===== src/rtl/hazard_scoreboard_pkg.sv =====
// Shared types and thresholds for the decode-stage register hazard interlock.
package hazard_pkg;

  typedef enum logic [1:0] {
    NONE       = 2'd0,
    EX_SRC     = 2'd1,
    STORE_DATA = 2'd2,
    BRANCH_REG = 2'd3
  } stall_cause_t;

  // A source stalls while its timer exceeds the threshold for where it is consumed.
  localparam int unsigned EX_THRESH     = 1;
  localparam int unsigned STORE_THRESH  = 2;
  localparam int unsigned BRANCH_THRESH = 1;

endpackage


===== src/rtl/hazard_scoreboard_reg_timer.sv =====
// Per-register forward/writeback countdown pair; a new producer never shortens a pending timer.
module hazard_reg_timer #(
  parameter int unsigned MAX_LAT = 7,
  parameter int unsigned LW      = $clog2(MAX_LAT + 1)
) (
  input  logic          clk,
  input  logic          rst_n,
  input  logic          load,
  input  logic [LW-1:0] lat_fwd,
  input  logic [LW-1:0] lat_wb,
  output logic [LW-1:0] rdy,
  output logic [LW-1:0] wb
);

  function automatic logic [LW-1:0] next_val(input logic [LW-1:0] cur,
                                             input logic [LW-1:0] lat,
                                             input logic          ld);
    logic [LW-1:0] dec;
    logic [LW-1:0] lim;
    dec = (cur == '0) ? '0 : cur - LW'(1);
    // Compare one bit wider so the clamp stays meaningful when MAX_LAT fills LW.
    lim = ({1'b0, lat} > (LW + 1)'(MAX_LAT)) ? LW'(MAX_LAT) : lat;
    if (ld && (lim > dec)) next_val = lim;
    else                   next_val = dec;
  endfunction

  always_ff @(posedge clk) begin
    if (!rst_n) begin
      rdy <= '0;
      wb  <= '0;
    end else begin
      rdy <= next_val(rdy, lat_fwd, load);
      wb  <= next_val(wb, lat_wb, load);
    end
  end

endmodule


===== src/rtl/hazard_scoreboard.sv =====
// Decode-stage interlock: per-register timers, stall decision with cause, saturating stall counter.
module hazard_scoreboard
  import hazard_pkg::*;
#(
  parameter int unsigned NREG    = 16,
  parameter int unsigned RW      = $clog2(NREG),
  parameter int unsigned MAX_LAT = 7,
  parameter int unsigned LW      = $clog2(MAX_LAT + 1),
  parameter int unsigned CNT_W   = 32
) (
  input  logic             clk,
  input  logic             rst_n,
  input  logic             id_valid,
  input  logic             flush,
  input  logic [RW-1:0]    id_rs,
  input  logic [RW-1:0]    id_rt,
  input  logic             rs_used,
  input  logic             rt_used,
  input  logic             rt_is_store_data,
  input  logic             branch_reg,
  input  logic [RW-1:0]    id_dest,
  input  logic             dest_we,
  input  logic [LW-1:0]    lat_fwd,
  input  logic [LW-1:0]    lat_wb,
  output logic             stall,
  output stall_cause_t     stall_cause,
  output logic [CNT_W-1:0] stall_cycles
);

  logic [LW-1:0] rdy [NREG];
  logic [LW-1:0] wb  [NREG];
  logic [LW-1:0] rdy_rs, rdy_rt, wb_rs;
  logic          ex_src, store_data, branch_hz, issue;

  assign rdy[0] = '0;
  assign wb[0]  = '0;

  for (genvar r = 1; r < NREG; r++) begin : g_reg
    hazard_reg_timer #(
      .MAX_LAT (MAX_LAT),
      .LW      (LW)
    ) u_timer (
      .clk     (clk),
      .rst_n   (rst_n),
      .load    (issue && (id_dest == RW'(r))),
      .lat_fwd (lat_fwd),
      .lat_wb  (lat_wb),
      .rdy     (rdy[r]),
      .wb      (wb[r])
    );
  end

  assign rdy_rs = rdy[id_rs];
  assign rdy_rt = rdy[id_rt];
  assign wb_rs  = wb[id_rs];

  always_comb begin
    ex_src      = (rs_used && (rdy_rs > LW'(EX_THRESH))) ||
                  (rt_used && !rt_is_store_data && (rdy_rt > LW'(EX_THRESH)));
    store_data  = rt_used && rt_is_store_data && (rdy_rt > LW'(STORE_THRESH));
    branch_hz   = branch_reg && (wb_rs > LW'(BRANCH_THRESH));
    stall       = id_valid && !flush && (ex_src || store_data || branch_hz);
    stall_cause = NONE;
    if (stall) begin
      if (branch_hz)   stall_cause = BRANCH_REG;
      else if (ex_src) stall_cause = EX_SRC;
      else             stall_cause = STORE_DATA;
    end
  end

  // Timers are loaded by the old-timer stall decision, so a self-dependent instruction sees its predecessor.
  assign issue = id_valid && !stall && !flush && dest_we && (id_dest != '0);

  always_ff @(posedge clk) begin
    if (!rst_n)                            stall_cycles <= '0;
    else if (stall && (stall_cycles != '1)) stall_cycles <= stall_cycles + CNT_W'(1);
  end

endmodule

===== config.mk =====
export PLATFORM = sky130hd
export DESIGN_NAME = hazard_scoreboard
export DESIGN_NICKNAME = d
export VERILOG_FILES = /design/src/rtl/hazard_scoreboard_pkg.sv /design/src/rtl/hazard_scoreboard_reg_timer.sv /design/src/rtl/hazard_scoreboard.sv
export SDC_FILE = /design/constraint.sdc
export NUM_CORES = 1
export LEC_CHECK = 0
export BUFFER_PORTS_ARGS = -buffer_cell sky130_fd_sc_hd__buf_4
export CAP_MARGIN = 0
export CORE_ASPECT_RATIO = 1.5
export CORE_MARGIN = 8
export CORE_UTILIZATION = 56
export CTS_BUF_LIST = sky130_fd_sc_hd__clkbuf_16
export CTS_CLUSTER_DIAMETER = 50
export DETAILED_ROUTE_END_ITERATION = 8
export HOLD_SLACK_MARGIN = 0.15
export PLACE_DENSITY = 0.77
export SLEW_MARGIN = 20
export SYNTH_ARGS = -nofsm -noshare
export SYNTH_HDL_FRONTEND = slang
export SYNTH_SLANG_ARGS = --single-unit

===== constraint.sdc =====
create_clock -name clk -period 2.9 [get_ports clk]
set_input_delay 0.58 -clock clk [delete_from_list [all_inputs] [get_ports clk]]
set_output_delay 0.58 -clock clk [all_outputs]
set_load 0.01 [all_outputs]

---- Word-level counts from Yosys, hierarchy flattened ----
Index checks and enable logic that the tools add are counted.
operators by class
  add/sub/neg operators ................... 31
  multipliers ............................. 0
  div/mod/pow operators ................... 0
  order comparisons ....................... 36
  equal/unequal tests ..................... 16
  shift operators ......................... 0
  mux-type cells .......................... 72
  bitwise operators ....................... 2
  reduce and logical (&&, ||, !) cells .... 95
operator list
  cell                                                                              count
  3-bit 2-to-1 mux                                                                  66
  3-bit greater-than comparator                                                     30
  3-bit zero test                                                                   30
  3-bit by 1-bit subtractor with 3-bit output (second input constant)               30
  1-bit logical AND                                                                 58
  3-bit binary-select mux with 4-bit select                                         3
  32-bit by 1-bit adder with 32-bit output (second input constant)                  1
  4-bit == test (second input constant)                                             8
  32-bit inequality test (second input constant)                                    1
  4-bit by 3-bit == test with 1-bit output (second input constant)                  4
  5-bit >= comparator (second input constant)                                       2
  4-bit inverter with 5-bit output                                                  2
  3-bit by 1-bit greater-than comparator with 1-bit output (second input constant)  3
  4-bit by 2-bit == test with 1-bit output (second input constant)                  2
  2-bit 2-to-1 mux                                                                  3
  4-bit by 1-bit == test with 1-bit output (second input constant)                  1
  4-bit nonzero test                                                                1
  3-bit by 2-bit greater-than comparator with 1-bit output (second input constant)  1
  1-bit zero test                                                                   3
  1-bit logical OR                                                                  3
storage, ports and cells
  register bits after elaboration ......... 122
  latch bits .............................. 0
  RAM bits ................................ 0
  ROM bits ................................ 0
  bits of input ports ..................... 27
  output and inout bits ................... 35
  logic and storage cells ................. 283
  memories kept ........................... 0

---- Logic depth before layout (Yosys ltp) ----
Gate-level depths: netlist of run 1.
  depth after elaboration ................. 18
  depth in mapped cells ................... 14
  depth with buffers taken out ............ 10

---- Cells and area by module ----
Synthesis of run 1 repeated with hierarchy kept, for this count alone.
unflattened totals
  cell total of the unflattened synthesis .. 1104
  area, all modules ....................... 9593.0 um^2
by module, submodules not included
  module             instances  cells an instance  area an instance (um^2)  seq. area each (um^2)
  hazard_reg_timer   15         51                 466.7                    120.1
  hazard_scoreboard  1          339                2592.5                   640.6

---- Worst setup path after synthesis of run 1 ----
OpenSTA, ideal clock, no wires.
  path kind ............................... input-to-output
  start ................................... in id_rt[1]
  end ..................................... out stall_cause[1]
  arrival time ............................ 2.580 ns
  data required time ...................... 2.320 ns
  path slack .............................. -0.260 ns
  cell stages on the path ................. 13
  cell sequence ........................... buf_6 > buf_8 > and2b_1 > o211ai_1 > a41o_1 > o211ai_2 > a21oi_1 > and3b_1 > buf_6 > buf_6 > buf_8 > buf_2 > a211oi_1
between the ends
  word-level cells in the longest chain between the ends .. 11
  elaborated cells between the ends (all ways) .. 15
RTL lines
  item                                                      RTL line                 RTL
  start, declared                                           hazard_scoreboard.sv:16  input logic [RW-1:0] id_rt,
  4-bit inverter with 5-bit output (implied by the code) *  hazard_scoreboard.sv:54  assign rdy_rt = rdy[id_rt];
  3-bit binary-select mux with 4-bit select *               hazard_scoreboard.sv:54
  3-bit 2-to-1 mux (implied by the code) * (2 in series)    hazard_scoreboard.sv:54
  3-bit by 1-bit greater-than comparator with 1-bit output  hazard_scoreboard.sv:59  (rt_used && !rt_is_store_data && (rdy_rt > LW'(EX_THRESH)));
  1-bit logical AND                                         hazard_scoreboard.sv:59
  1-bit logical OR                                          hazard_scoreboard.sv:58  ex_src = (rs_used && (rdy_rs > LW'(EX_THRESH))) ||
  1-bit logical OR (2 in series)                            hazard_scoreboard.sv:62  stall = id_valid && !flush && (ex_src || store_data || branch_hz);
  1-bit logical AND                                         hazard_scoreboard.sv:62
  2-bit 2-to-1 mux *                                        hazard_scoreboard.sv:64  if (stall) begin
  end, declared                                             hazard_scoreboard.sv:26  output stall_cause_t stall_cause,
Mark *: on every way between the ends. The rest lies on a longest branch, timed or not. The select of a mux whose other input is x is not followed.

---- Final worst setup path of run 1 ----
  start ................................... in id_rs[0]
  end ..................................... out stall_cause[0]
between the ends
  word-level cells in the longest chain between the ends .. 11
  elaborated cells between the ends (all ways) .. 18
RTL lines
  item                                                      RTL line                                          RTL
  start, declared                                           hazard_scoreboard.sv:15                           input logic [RW-1:0] id_rs,
  4-bit inverter with 5-bit output (implied by the code) *  hazard_scoreboard.sv:53, hazard_scoreboard.sv:55
  3-bit binary-select mux with 4-bit select                 hazard_scoreboard.sv:53                           assign rdy_rs = rdy[id_rs];
  3-bit 2-to-1 mux (implied by the code) (2 in series)      hazard_scoreboard.sv:53
  3-bit by 1-bit greater-than comparator with 1-bit output  hazard_scoreboard.sv:58
  1-bit logical AND                                         hazard_scoreboard.sv:58
  1-bit logical OR                                          hazard_scoreboard.sv:58
  1-bit logical OR (2 in series)                            hazard_scoreboard.sv:62
  1-bit logical AND                                         hazard_scoreboard.sv:62
  2-bit 2-to-1 mux *                                        hazard_scoreboard.sv:64
Marked as above.

==> reports/summary.txt, run 1 <==
Outcome - finished, violations left
Violated checks - negative setup slack
Startpoint of the worst-slack reg-to-reg timing path - stall_cycles[3]$_SDFFE_PN0P_
Final layout net count - 1419
Maximum capacitance violations - 0
Worst Setup SP - id_rs[0]
Port Buffers - 61
Instance count of the mapped netlist - 1173
Mapped Area - 0.009824 sq mm
Antenna cell count - 0
Prevailing post-synth register cell - dfxtp_1
Number of distinct library cells after synthesis - 59
Element type at the critical path end - primary output
Hold-fix buffers, CTS - 0
Mean number of vias per cell - 5.931
Relative slew slack - 0.5328
Post-synthesis async set-or-reset flop share - 0
Final Routed Wirelength - 25700 microns
Root Driver - clkbuf_16
Setup repair after global routing missed its margin - true
Setup slack after layout - -0.09810 ns
Final setup fails - 3
Number of synthesized flops with an enable pin - 0
Cells after DPL - 1429
Transition time at the pin with the least slew margin - 0.6992 ns
Worst ir drop on vdd - 0.3484 mV
Die outline area - 0.02213 sq mm
Power density normalized to cell area - 380.2 mW/mm^2
Count of state elements after synthesis - 122
Final Hold Viols - 0
Width of the chip - 124.1 microns
Number of cells on the worst reg-to-reg path - 6
Crit Path Class - in -> out
First-pass GRT wire length - 40990 microns
Average footprint of a synthesized cell - 8.375 sq um
Data required time of the worst path - 2.32 ns
Clock-pin transition on the worst setup and hold timing paths - 0.05 ns
Sink Count - 122
Worst Skew - 0.007652 ns
Overall global routing resource usage - 0.2343
Violation count after the first detailed-routing iteration - 651
Initial cell density of the core - 0.5687
TritonCTS clock tree - built
Initial antenna violation count - 0
Pin count of the biggest net entering global routing - 42
Startpoint Class - input pin
Remaining number of nets flagged by the antenna check after routing - 0
Fin crit period - 2.998 ns
# H-tree levels - 4
Via count of the first global-routing pass - 8486
Hold Crit Class - reg -> reg
Leakage - 5.185 nW
Syn nets - 1351
Fraction of final layout cells with drive strength greater than 1 - 0.1492
Number of max-slew violations in the final report - 0
Vertical die dimension - 178.2 microns
Portion of the clock cycle consumed by the worst path in the final layout - 1.034
WL/cell - 17.53 microns
Leftover overflow at the end of global routing - 0
Inserted Clock Buffers - 17
Area growth, synth to finish - 15.83%
Number of placement rows - 59
Iteration count of the initial detailed-routing pass - 8
Data arrival time of the critical path - 2.42 ns
I/O pin count - 62
Placeable core area - 0.01727 sq mm
Placed wire-length estimate after detailed placement - 18200 microns
Startpoint of the worst hold path - stall_cycles[16]$_SDFFE_PN0P_
Max frequency - 333.5 MHz
Clock latency on the worst-skew pair - 0.43 ns
RePlAce Congestion - 0.9096
DR DRC count - 0
Clock tree buffer depth - 2
Vias - 8695
Sequential area share after synthesis - 0.2486
Synth warnings - 0
Hold path cells - 2
Final cell count without fillers - 1466
Setup tns final - -0.2191 ns
Top fanout value on the critical path - 9
path summary, 6_finish.rpt:
path                                                      end  slack, ns
worst max register to register  stall_cycles[25]$_SDFFE_PN0P_       0.22
worst min register to register  stall_cycles[16]$_SDFFE_PN0P_       0.47
worst max-delay path                           stall_cause[0]       -0.1
worst min-delay path            stall_cycles[16]$_SDFFE_PN0P_       0.47
through the flow:
step / instance area (sq um) / util / total power (W) / setup WS, ns / hold WS, ns
global placement: 10650 / 0.6165 / 0.002247 / -0.1042 / 0.4673
floorplan: 9887 / - / 0.002081 / -0.05481 / 0.4910
global route: 11380 / 0.6588 / 0.004462 / -0.2544 / 0.5067
detailed placement: 10650 / 0.6165 / 0.002258 / -0.1747 / 0.4719
finish: 11380 / 0.6588 / 0.004326 / -0.09810 / 0.4747
CTS: 11280 / 0.6530 / 0.004329 / -0.07462 / 0.4796
synthesized netlist by cell type (7+ instances only):
master | instances | area share
buf_2 | 9 | 0.0046
a21o_1 | 30 | 0.023
o31ai_1 | 12 | 0.0092
inv_1 | 128 | 0.049
a31oi_1 | 31 | 0.020
and3_1 | 21 | 0.013
nand2_1 | 105 | 0.040
nor2_1 | 93 | 0.036
a21oi_1 | 80 | 0.041
and2_1 | 32 | 0.020
mux2i_1 | 104 | 0.11
ha_1 | 151 | 0.19
or4_1 | 12 | 0.0092
nand4_4 | 9 | 0.019
nor4_1 | 9 | 0.0057
mux4_2 | 7 | 0.016
nand2b_1 | 52 | 0.033
clkbuf_1 | 41 | 0.016
nand3_1 | 15 | 0.0076
dfxtp_1 | 122 | 0.25
nor3_1 | 16 | 0.0082
per-layer routing:
layer  global-route usage  vias up  share of wire  wire (microns)
met4               0.1458        0          0.056            1437
met3              0.04404       93          0.053            1358
met2               0.4073      280           0.50           12750
li1                     -     4205              -               -
met1               0.2539     4117           0.39           10150
met5                    0        -              0               0
area by class of cell:
class                      count  area, sq um
clock buffer                  17        425.4
clock inverter                14        138.9
fill                        1431         5894
inverter                     129        484.2
multi-input combinational    861         6686
sequential                   122         2464
tap                          213        266.5
timing repair buffer         110        914.6
flip-flops by register name, summed over array words and instances (netlist names):
name,cells
g.u_timer.rdy,45
g.u_timer.wb,45
stall_cycles,32
what timing repair did:
action                                  CTS  global route
endpoints found under the setup margin    2             3
gates resized for setup                  13            23
setup buffers                             4             2
gates cloned                              0             0
pin swaps                                 5             7
power by group:
| part | switching (W) | internal (W) | total (W) |
|---|---|---|---|
| Sequential | 0.00000451 | 0.00168 | 0.00168 |
| Clock | 0.000765 | 0.00132 | 0.00208 |
| Combinational | 0.000343 | 0.000221 | 0.000564 |
| Total | 0.00111 | 0.00321 | 0.00433 |
layout by cell type (no fill, tap or decap), types with 5 or more instances in the layout:
master | synthesis | layout
and2_1 | 32 | 32
mux2i_1 | 104 | 104
clkbuf_16 | 0 | 17
a21oi_1 | 80 | 77
nor3b_1 | 6 | 5
buf_12 | 1 | 5
nand4_1 | 6 | 6
ha_1 | 151 | 151
and3_1 | 21 | 21
buf_4 | 3 | 100
a21o_1 | 30 | 30
or4_1 | 12 | 12
nand4_4 | 9 | 9
nor2_1 | 93 | 91
dfxtp_2 | 0 | 5
nand2b_1 | 52 | 52
dfxtp_1 | 122 | 113
nor3_1 | 16 | 12
o41ai_1 | 6 | 6
nor4_1 | 9 | 9
nand2_1 | 105 | 105
a31oi_1 | 31 | 31
inv_1 | 128 | 130
nand3_1 | 15 | 15
o311ai_1 | 6 | 5
o31ai_1 | 12 | 11
mux4_2 | 7 | 7
clkinv_1 | 1 | 6
kinds of logic after synthesis:
kind of cell,after synthesis,synth area share
fa+ha+maj,151,0.1923
mux,116,0.1277
flops,122,0.2486
compound gates,199,0.1312
simple gates,395,0.2175
buf+inv,190,0.08265
critical path, cell delays in order:
cell and delay [ns]:
buf_6 0.13, buf_8 0.14, nor3_1 0.27, a211oi_1 0.14, a21oi_1 0.25, nand2_1 0.12
a32oi_2 0.24, buf_4 0.15, o21a_1 0.13, a21oi_2 0.09, buf_4 0.15
No activity file was read; power rests on OpenSTA's default activity.
==> run 2, diff against run 1 <==
SETUP_SLACK_MARGIN = 0.4   (was default)
==> reports/summary.txt, run 2 (same netlist as run 1, synthesis figures left out) <==
Relative slew slack - 0.5083 (was 0.5328)
Via count of the first global-routing pass - 8834 (was 8486)
Metal3 WL - 1605 microns (was 1358 microns)
First-pass GRT wire length - 43040 microns (was 40990 microns)
Inserted Clock Buffers - 17 (unchanged)
Outcome - finished, violations left (unchanged)
Overall global routing resource usage - 0.2448 (was 0.2343)
Startpoint of the worst hold path - stall_cycles[26]$_SDFFE_PN0P_ (was stall_cycles[16]$_SDFFE_PN0P_)
CP max stage delay - 0.48 ns (was 0.27 ns)
Final-layout worst hold slack - 0.5042 ns (was 0.4747 ns)
Final Hold Viols - 0 (unchanged)
I/O pin count - 62 (unchanged)
Final cell count without fillers - 1503 (was 1466)
Portion of the clock cycle consumed by the worst path in the final layout - 1.025 (was 1.034)
Sink Count - 122 (unchanged)
Worst Setup SP - g_reg[12].u_timer.rdy[1]$_SDFF_PN0_ (was id_rs[0])
Crit Path Class - reg -> out (was in -> out)
WL/cell - 19.91 microns (was 17.53 microns)
Total met2 wirelength after detailed routing - 15770 microns (was 12750 microns)
Element type at the critical path end - primary output (unchanged)
Vertical die dimension - 178.2 microns (unchanged)
Cell Chain, Critical Path - mux4_2 -> mux2_4 -> o211ai_2 -> a21oi_1 -> and3b_4 -> a211oi_4 -> buf_4 (was buf_6 -> buf_8 -> nor3_1 -> a211oi_1 -> a21oi_1 -> nand2_1 -> a32oi_2 -> buf_4 -> o21a_1 -> a21oi_2 -> buf_4)
Number of cells on the worst reg-to-reg path - 14 (was 6)
Hold Crit Class - reg -> reg (unchanged)
Fin crit period - 2.972 ns (was 2.998 ns)
Remaining number of nets flagged by the antenna check after routing - 0 (unchanged)
Power density normalized to cell area - 378.0 mW/mm^2 (was 380.2 mW/mm^2)
Iteration count of the initial detailed-routing pass - 5 (was 8)
DR DRC count - 0 (unchanged)
Setup slack after layout - -0.07182 ns (was -0.09810 ns)
Pin count of the biggest net entering global routing - 64 (was 42)
Most frequent standard cell in the layout excluding fill and tap cells - ha_1 (unchanged)
Root Driver - clkbuf_16 (unchanged)
# H-tree levels - 4 (unchanged)
Vias - 9152 (was 8695)
Antenna cell count - 0 (unchanged)
Max frequency - 336.5 MHz (was 333.5 MHz)
Number of filler instances in the final layout - 1210 (was 1431)
Violated checks - negative setup slack (unchanged)
Number of max-slew violations in the final report - 0 (unchanged)
Width of the chip - 124.1 microns (unchanged)
Highest metal layer with signal wires - met4 (unchanged)
Final layout net count - 1455 (was 1419)
Hold path cells - 2 (unchanged)
Data arrival time of the critical path - 2.39 ns (was 2.42 ns)
TritonCTS clock tree - built (unchanged)
Clock latency on the worst-skew pair - 0.42 ns (was 0.43 ns)
Worst Skew - 0.009102 ns (was 0.007652 ns)
RePlAce Congestion - 0.8894 (was 0.9096)
Number of placement rows - 59 (unchanged)
Clock tree buffer depth - 2 (unchanged)
Initial cell density of the core - 0.5687 (unchanged)
Clock-pin transition on the worst setup and hold timing paths - 0.06 ns (was 0.05 ns)
Area growth, synth to finish - 27.64% (was 15.83%)
Mean number of vias per cell - 6.089 (was 5.931)
Final setup fails - 2 (was 3)
Met1 wire length - 10750 microns (was 10150 microns)
Cells after DPL - 1428 (was 1429)
Initial antenna violation count - 0 (unchanged)
Placeable core area - 0.01727 sq mm (unchanged)
Leftover overflow at the end of global routing - 0 (unchanged)
Die outline area - 0.02213 sq mm (unchanged)
Leakage - 5.584 nW (was 5.185 nW)
Placed wire-length estimate after detailed placement - 18560 microns (was 18200 microns)
Startpoint of the worst-slack reg-to-reg timing path - g_reg[10].u_timer.rdy[2]$_SDFF_PN0_ (was stall_cycles[3]$_SDFFE_PN0P_)
Worst ir drop on vdd - 0.4149 mV (was 0.3484 mV)
Setup repair after global routing missed its margin - true (unchanged)
Top fanout value on the critical path - 4 (was 9)
Standard cell with the maximum stage delay on the critical path - mux4_2 (was nor3_1)
Data required time of the worst path - 2.32 ns (about the same)
Transition time at the pin with the least slew margin - 0.7358 ns (was 0.6992 ns)
Port Buffers - 61 (unchanged)
Final Routed Wirelength - 29930 microns (was 25700 microns)
Maximum capacitance violations - 0 (unchanged)
Startpoint Class - flip-flop (was input pin)
Violation count after the first detailed-routing iteration - 727 (was 651)
Fraction of final layout cells with drive strength greater than 1 - 0.2364 (was 0.1492)
Most frequent cells in the layout - ha_1, inv_1, buf_4 (was ha_1, inv_1, dfxtp_1)
Largest registers ranked by flip-flop count - g.u_timer.rdy (45), g.u_timer.wb (45), stall_cycles (32) (unchanged)
[run 2: cell types whose count changed in the layout (fill, tap and decap cells not counted), sizes merged]
| cell | before | now |
|---|---|---|
| buf | 110 | 141 |
| bufinv | 3 | 4 |
| clkinvlp | 1 | 2 |
| clkinv | 9 | 8 |
| clkbuf | 17 | 22 |
[run 2: worst paths after layout]
| check | slack (ns) | end |
|---|---|---|
| max reg2reg | 0.08 | stall_cycles[10]$_SDFFE_PN0P_ |
| min reg2reg | 0.50 | stall_cycles[26]$_SDFFE_PN0P_ |
| max | -0.07 | stall_cause[1] |
| min | 0.50 | stall_cycles[26]$_SDFFE_PN0P_ |
[run 2: area by class of cell]
class | count | area [sq um] | area share
tap | 213 | 266.5 | 0.02125
clock inverter | 15 | 181.4 | 0.01447
sequential | 122 | 2471 | 0.1971
timing repair buffer | 146 | 1399 | 0.1116
clock buffer | 17 | 425.4 | 0.03393
multi-input combinational | 861 | 7312 | 0.5831
inverter | 129 | 484.2 | 0.03862
[run 2: worst max-delay path, delay by kind of cell (launching register included)]
family | cells | cell delay [ns]
multiplexers | 2 | 0.77
AND/OR/NAND/NOR | 1 | 0.37
flip-flops | 1 | 0.35
AO/OA/AOI/OAI | 3 | 0.33
buffers and inverters | 1 | 0.15
[run 2: what timing repair did]
action,CTS,global route
gates resized for setup,59,106
cloned,3,5
hold endpoints to repair,0,0
buffers inserted,10,25
hold buffers,0,0
endpoints found under the setup margin,103,125
pin swaps,10,37
[run 2: metal layers]
metal | GRT usage | vias to the layer above
li1 | - | 4283
met2 | 0.4529 | 360
met5 | 0 | -
met1 | 0.2468 | 4383
met3 | 0.04183 | 126
met4 | 0.1458 | 0
[run 2: power by group]
group | internal [W] | total, W | switching (W)
sequential | 0.00168 | 0.00168 | 0.00000479
combinational | 0.000364 | 0.000813 | 0.000449
clock | 0.00142 | 0.00225 | 0.000825
[run 2: per-stage QoR]
stage / power (W) / setup slack, ns / utilization / setup TNS (ns) / area (sq um)
after floorplan: 0.002091 / -0.05423 / - / -0.1052 / 10020
after global placement: 0.002245 / -0.1302 / 0.6225 / -3.191 / 10750
after detailed placement: 0.002258 / -0.1781 / 0.6225 / -7.388 / 10750
after CTS: 0.004552 / -0.004332 / 0.6780 / -0.004332 / 11710
after global routing: 0.004877 / -0.1100 / 0.7259 / -0.2587 / 12540
final: 0.004741 / -0.07182 / 0.7259 / -0.1132 / 12540
